## src/rtl/stopwatch_ctrl_pkg.sv

```systemverilog
// Shared definitions for the two-digit BCD stopwatch: state encoding,
// digit limits and the frozen-display payload.
package stopwatch_ctrl_pkg;

  localparam int unsigned DIGIT_W = 4;
  localparam int unsigned PRESC_W = 16;
  localparam logic [DIGIT_W-1:0] BCD_MAX = 4'd9;

  typedef enum logic [1:0] {
    IDLE  = 2'd0,
    RUN   = 2'd1,
    PAUSE = 2'd2
  } state_e;

  typedef struct packed {
    logic [DIGIT_W-1:0] tens;
    logic [DIGIT_W-1:0] ones;
  } bcd_pair_t;

endpackage

```

## src/rtl/bcd_digit.sv

```systemverilog
// One decimal counter digit: wraps 9 -> 0 and flags the carry to the next digit.
module bcd_digit
  import stopwatch_ctrl_pkg::*;
(
  input  logic               clk,
  input  logic               rst,
  input  logic               en,
  input  logic               clr,
  output logic [DIGIT_W-1:0] q,
  output logic               carry
);

  logic [DIGIT_W-1:0] q_q;
  logic [DIGIT_W-1:0] q_d;

  // Any out-of-range value is folded back to 0 on the next increment.
  always_comb begin
    q_d = q_q;
    if (clr) begin
      q_d = '0;
    end else if (en) begin
      q_d = (q_q >= BCD_MAX) ? '0 : q_q + DIGIT_W'(1);
    end
  end

  always_ff @(posedge clk or negedge rst) begin
    if (!rst) begin
      q_q <= '0;
    end else begin
      q_q <= q_d;
    end
  end

  assign q     = q_q;
  assign carry = en && (q_q == BCD_MAX);

endmodule

```

## src/rtl/stopwatch_ctrl.sv

```systemverilog
// Stopwatch controller: start/pause/resume FSM, tick prescaler, 00..99 BCD
// count and a lap-hold register that can freeze the displayed value.
module stopwatch_ctrl
  import stopwatch_ctrl_pkg::*;
#(
  parameter int unsigned DIV = 4
) (
  input  logic               clk,
  input  logic               rst,
  input  logic               start_stop,
  input  logic               clear,
  input  logic               lap,
  output logic [DIGIT_W-1:0] ones,
  output logic [DIGIT_W-1:0] tens,
  output logic [DIGIT_W-1:0] disp_ones,
  output logic [DIGIT_W-1:0] disp_tens,
  output logic               running,
  output logic               lap_hold,
  output logic               wrap
);

  localparam logic [PRESC_W-1:0] PRESC_LAST = PRESC_W'(DIV - 1);

  state_e             state_q, state_d;
  logic [PRESC_W-1:0] presc_q, presc_d;
  logic               lap_hold_q, lap_hold_d;
  bcd_pair_t          freeze_q, freeze_d;
  logic               wrap_q, wrap_d;

  logic tick;
  logic ones_en;
  logic ones_carry;
  logic tens_carry;

  assign tick    = (state_q == RUN) && (presc_q == PRESC_LAST);
  assign ones_en = tick && !clear;

  bcd_digit u_ones (
    .clk   (clk),
    .rst   (rst),
    .en    (ones_en),
    .clr   (clear),
    .q     (ones),
    .carry (ones_carry)
  );

  bcd_digit u_tens (
    .clk   (clk),
    .rst   (rst),
    .en    (ones_carry),
    .clr   (clear),
    .q     (tens),
    .carry (tens_carry)
  );

  // Next-state, prescaler and lap logic; clear overrides every other command.
  always_comb begin
    state_d    = state_q;
    presc_d    = presc_q;
    lap_hold_d = lap_hold_q;
    freeze_d   = freeze_q;
    wrap_d     = 1'b0;

    if (clear) begin
      state_d    = IDLE;
      presc_d    = '0;
      lap_hold_d = 1'b0;
      freeze_d   = '0;
    end else begin
      wrap_d = tens_carry;

      case (state_q)
        RUN:     presc_d = tick ? '0 : presc_q + PRESC_W'(1);
        PAUSE:   presc_d = presc_q;
        default: presc_d = '0;
      endcase

      if (start_stop) begin
        case (state_q)
          IDLE:    state_d = RUN;
          RUN:     state_d = PAUSE;
          PAUSE:   state_d = RUN;
          default: state_d = IDLE;
        endcase
      end

      // Capture uses the pre-increment digits, even on a tick cycle.
      if (lap && (state_q != IDLE)) begin
        if (!lap_hold_q) begin
          freeze_d   = '{tens: tens, ones: ones};
          lap_hold_d = 1'b1;
        end else begin
          lap_hold_d = 1'b0;
        end
      end
    end
  end

  always_ff @(posedge clk or negedge rst) begin
    if (!rst) begin
      state_q    <= IDLE;
      presc_q    <= '0;
      lap_hold_q <= 1'b0;
      freeze_q   <= '0;
      wrap_q     <= 1'b0;
    end else begin
      state_q    <= state_d;
      presc_q    <= presc_d;
      lap_hold_q <= lap_hold_d;
      freeze_q   <= freeze_d;
      wrap_q     <= wrap_d;
    end
  end

  assign running   = (state_q == RUN);
  assign lap_hold  = lap_hold_q;
  assign wrap      = wrap_q;
  assign disp_ones = lap_hold_q ? freeze_q.ones : ones;
  assign disp_tens = lap_hold_q ? freeze_q.tens : tens;

endmodule

```

## config.mk

```make
export PLATFORM = sky130hd
export DESIGN_NAME = stopwatch_ctrl
export DESIGN_NICKNAME = d
export VERILOG_FILES = /design/src/rtl/stopwatch_ctrl_pkg.sv /design/src/rtl/bcd_digit.sv /design/src/rtl/stopwatch_ctrl.sv
export SDC_FILE = /design/constraint.sdc
export NUM_CORES = 1
export LEC_CHECK = 0
export CAP_MARGIN = 25
export CORE_MARGIN = 2
export CORE_UTILIZATION = 32
export DETAILED_ROUTE_END_ITERATION = 8
export GPL_TIMING_DRIVEN = 0
export HOLD_SLACK_MARGIN = 0.05
export PLACE_DENSITY = 0.53
export SLEW_MARGIN = 20
export SYNTH_ARGS = -nofsm -noshare
export SYNTH_HDL_FRONTEND = slang
export SYNTH_SLANG_ARGS = --single-unit
```

## constraint.sdc

```tcl
create_clock -name clk -period 5.01 [get_ports clk]
set_input_delay 1.503 -clock clk [delete_from_list [all_inputs] [get_ports clk]]
set_output_delay 1.503 -clock clk [all_outputs]
set_load 0.005 [all_outputs]
```

# After elaboration in Yosys (flattened, before gate mapping)
# Index checks and enable logic that the tools add are counted.
# Widths: inputs -> output; s select.
[word_totals]
reg_bits = 36
in_bits = 5
output_inout_bits = 19
wordCells = 55
[op_classes]
n_addsub = 3
magnitude_cmp = 2
n_eq_ne = 7
muxes = 21
reduce_logical = 14
[ops]
columns = ["op", "n"]
rows = [
  ["$mux 16", 2],
  ["$mux 4", 8],
  ["$pmux 16 s2", 1],
  ["$mux 8", 3],
  ["$add 16x1->16 const B", 1],
  ["$eq 16x2->1 const B", 1],
  ["$reduce_bool 2->1", 5],
  ["$add 4x1->4 const B", 2],
  ["$eq 4x4->1 const B", 2],
  ["$ge 4x4->1 const B", 2],
  ["$logic_and 1x1->1", 5],
  ["$mux 1", 4],
  ["$mux 2", 2],
  ["$ne 2x2->1 const B", 2],
  ["$pmux 2 s2", 1],
  ["$eq 2x1->1 const B", 1],
  ["$eq 2x2->1 const B", 1],
  ["$logic_not 2->1", 1],
  ["$reduce_and 2->1", 1],
  ["$reduce_or 2->1", 1],
  ["$logic_not 1->1", 1],
]

# Logic depth before layout (Yosys ltp)
# Gate-level depths: netlist of the first run.
[depth]
word_depth = 6
ltp_mapped = 6
ltp_nobuf = 6

# Hierarchy
# A second synthesis of the first run with hierarchy kept.
[hier_totals]
cells_unflattened = 207
hier_area_um2 = 2045.7
[by_module_without_submodules]
columns = ["module", "instances", "cells_each", "area_each_um2", "seq_area_each_um2"]
rows = [
  ["stopwatch_ctrl", 1, 153, 1507.7, 700.7],
  ["bcd_digit", 2, 27, 269.0, 100.1],
]

# Worst setup path before layout of the first run
# Ideal clock, no wire load.
[synth_timing]
kind = "reg-to-output"
start = "reg lap_hold_q (netlist: lap_hold)"
end = "out disp_tens[2]"
arrival_time_ns = 1.202
required_time_ns = 3.507
path_slack_ns = 2.305
stages_incl_launch_ff = 4
n_path_buf = 2
path_cell_list = "dfrtp_1 clkbuf_1 clkbuf_1 mux2_2"
[synth_via]
elab_chain_cells = 1
[synth_lines]
columns = ["element", "line", "rtl"]
rows = [
  ["from (decl)", "stopwatch_ctrl.sv:26", "logic lap_hold_q, lap_hold_d;"],
  ["from (signal assigned)", "stopwatch_ctrl.sv:109", "lap_hold_q <= lap_hold_d;"],
  ["$mux 4", "stopwatch_ctrl.sv:119", "assign disp_tens = lap_hold_q ? freeze_q.tens : tens;"],
  ["to (decl)", "stopwatch_ctrl.sv:16", "output logic [DIGIT_W-1:0] disp_tens,"],
]
# No other way between the ends.

# Worst setup path after layout of the first run
# Ends and elaborated chain as after synthesis.

==> results of run 1 <==
==> cells by family (layout without fill, tap and decap cells) <==
kind of cell	count (synthesis)	count (layout)	synth area share, %
buffers and inverters	18	50	3.54
flip-flops	36	36	43.1
adder cells (fa/ha/maj)	7	7	4.19
AND/OR/NAND/NOR	88	88	26.5
multiplexers	17	17	8.39
XOR/XNOR	5	5	2.10
AO/OA/AOI/OAI	39	39	12.2
==> area by class of cell <==
type	instances	share of cell area, %
Buffer	10	1.72
Clock buffer	5	2.70
Clock inverter	3	1.67
Inverter	8	1.18
Multi-Input combinational cell	156	43.7
Sequential cell	36	35.3
Tap cell	77	3.78
Timing Repair Buffer	24	9.92
==> final timing paths <==
path / end / slack (ps)
worst max-delay path: disp_tens[2] / 1400
worst max register to register: presc_q[12] / 2840
max in group asynchronous: presc_q[0] / 3400
min in group asynchronous: u_ones.q[1] / 1150
worst min-delay path: freeze_q[2] / 530
worst min register to register: freeze_q[2] / 530
==> metal layers <==
layer	global-route usage, %	part of all wire (%)	vias to the layer above
li1	-	-	835
met1	20.9	49	858
met2	23.8	46	36
met3	2.85	3.7	5
met4	4.62	0.98	0
met5	0	0	-
==> power by group <==
group	internal, mW	switching [mW]
Sequential	0.293	0.00335
Combinational	0.0189	0.0294
Clock	0.147	0.116
Total	0.459	0.149
==> through the flow <==
step	total power, mW	setup WS, ps	cells
finish	0.608	1400	319
global route	0.629	1280	319
CTS	0.615	1370	319
detailed placement	0.351	1570	311
global placement	0.349	1500	310
floorplan	0.328	2300	210
==> placed cells by master, fill, tap and decap left out, drive strengths merged, types with 4 or more instances in the layout <==
master / n
dfrtp: 36
clkdlybuf4s50: 22
nor2: 21
mux2i: 13
nand2: 12
clkbuf: 12
nand3: 10
inv: 8
o21ai: 8
a21oi: 8
nand2b: 7
a31oi: 7
ha: 7
nand4: 7
or4: 6
nand4b: 5
buf: 5
mux2: 4
o31ai: 4
nor4: 4
==> registers in the layout, indices dropped and copies added (netlist names) <==
register / count
presc_q: 16
freeze_q: 8
u_ones.q: 4
wrap: 1
lap_hold: 1
state_q: 2
u_tens.q: 4
==> worst register-to-register path: stages (launching register included) <==
cell	delay, ps
dfrtp_1	410
ha_1	270
nor4b_2	290
nand4_2	240
clkbuf_1	320
a21oi_1	420
a21oi_1	100
==> summary.md, run 1 <==
| Metric | Value |
|---|---|
| Status | `finished clean` |
| DR WL/cell | `15.6 µm` |
| Leakage power | `1.01 nW` |
| Maximum VDD drop | `roughly 0.11 mV` |
| Number of global-route vias before repair | `~1700` |
| Clk Latency, worst-skew pair | `300 ps` |
| N_diodes | `0` |
| Drt total wl | `4990 µm` |
| WP buf/inv | `3` |
| Count of final max-slew check failures | `0` |
| Levels on crit path | `4` |
| Crit path top cell by count | `clkbuf_1` |
| Cell Chain, Critical Path | `clkbuf_1 > clkbuf_1 > mux2_2 > clkdlybuf4s50_1` |
| # IOs | `24` |
| Clock tree sinks | `36` |
| Ys flop type | `dfrtp_1` |
| Yosys reg bits | `36` |
| Synth unique cells | `45` |
| Count of final setup violators | `0` |
| Async S/R FF share, synth | `100%` |
| Clock slew at reported path FFs | `70 ps` |
| DIE HEIGHT | `around 85 µm` |
| CP Class | `reg -> out` |
| Largest net degree at the start of global routing | `20` |
| Synth area leader | `dfrtp_1` |
| Overall routing resource usage | `~15%` |
| Mapped Cells | `210` |
| RePlAce Congestion | `around 0.80` |
| Die X | `around 85 µm` |
| First-pass GRT wire length | `8680 µm` |
| Final ANT Viol Nets | `0` |
| Worst path arrival time | `2100 ps` |
| WHS | `526 ps` |
| RR Startpoint | `presc_q[0]` |
| Vias per Instance | `5.44` |
| Worst Setup SP | `lap_hold` |
| Synth-to-layout area growth | `22.0%` |
| R2R depth | `6` |
| Initial Util | `33.1%` |
| H-tree lvl count | `2` |
| Fillers | `~640` |
| Crit path max-delay family | `buffers and inverters` |
| Final Util | `40.4%` |
| Max FO, Critical Path | `10` |
| Initial antenna violation count | `0` |
| Multi-input gate area | `1110 µm²` |
| Critical-path top delay cell | `clkdlybuf4s50_1` |
| Hold path start | `freeze_q[2]` |
| Final worst path period need | `3610 ps` |
| PwrDens | `about 240 nW/µm²` |
| CTS buffer count | `5` |
| Fin area | `between 2000 and 3000 µm²` |
| Root Driver | `clkbuf_8` |
| Layout cells sized above 1 | `about 11%` |
| Synth top cells by count | `dfrtp_1 (36), nor2_1 (20), mux2i_1 (13)` |
| Syn Area/Cell | `approximately 10 µm²` |
| Area contributors post-synth | `dfrtp_1 (43%), mux2i_1 (6.2%), ha_1 (4.2%)` |
| Residual DRC | `0` |
| Post-CTS Resized | `0` |
| Worst slew pin tran | `644 ps` |
| Worst setup EP type | `output pin` |
| FMAX | `0.277 GHz` |
| Hold WC Path Type | `reg -> reg` |
| CTS tree | `built` |
| Synth warn | `0` |
| RSZ-0062 raised after global routing | `false` |
| Most common cell in the synthesized netlist | `dfrtp_1` |
| Die area | `roughly 7000 µm²` |
| Core box area | `6310 µm²` |
| Critical path startpoint category | `flip-flop` |
| Total grt overflow | `0` |
| Nets | `253` |
| Crit share post-route | `72.0%` |
| Share of the synthesized area in the top cell type | `a little over two fifths` |
| DR pass1 iterations | `4` |
| Hpwl dp | `3590 µm` |
| Post-Synthesis Cell Area | `2090 µm²` |
| # Post-CTS Setup Buffers | `0` |
| Slew margin rel. | `57.0%` |
| EDFF count, synth | `0` |
| Max-Cap Viols | `0` |
| CP max stage delay | `around 440 ps` |
| # hold bufs at CTS | `0` |
| DR iter-0 viols | `87` |
| Post-Synthesis Net Count | `between 200 and 250` |
| DR vias | `~1700` |
| Worst Path Required | `3510 ps` |
| Hold depth | `2` |
| Register area | `around 900 µm²` |
| PortBufs | `23` |
| Final Skew | `7.47 ps` |
| Setup tns final | `0 ps` |
| Site Rows | `29` |
| Seq/Total Area, Yosys | `a little over two fifths` |
| Hold violation total from the final report | `0` |
| Dpl cell area | `2440 µm²` |
| CTS Buffer Depth | `2` |
Power figures use the tool's default switching activity.
==> inputs of run 2 (changes only) <==
Clock period 5.01 ns to 3.64 ns, I/O delays scaled along.
==> results of run 2 <==
Same layout as run 1 (identical final DEF). Status: finished clean.
Main changes from that run: setup slack after placement 1570 ps -> 607 ps; setup slack after layout 1400 ps -> 446 ps; register-to-register setup slack 2840 ps -> 1470 ps; total power 0.608 mW -> 0.837 mW; worst IR drop on VDD 0.111 mV -> 0.153 mV
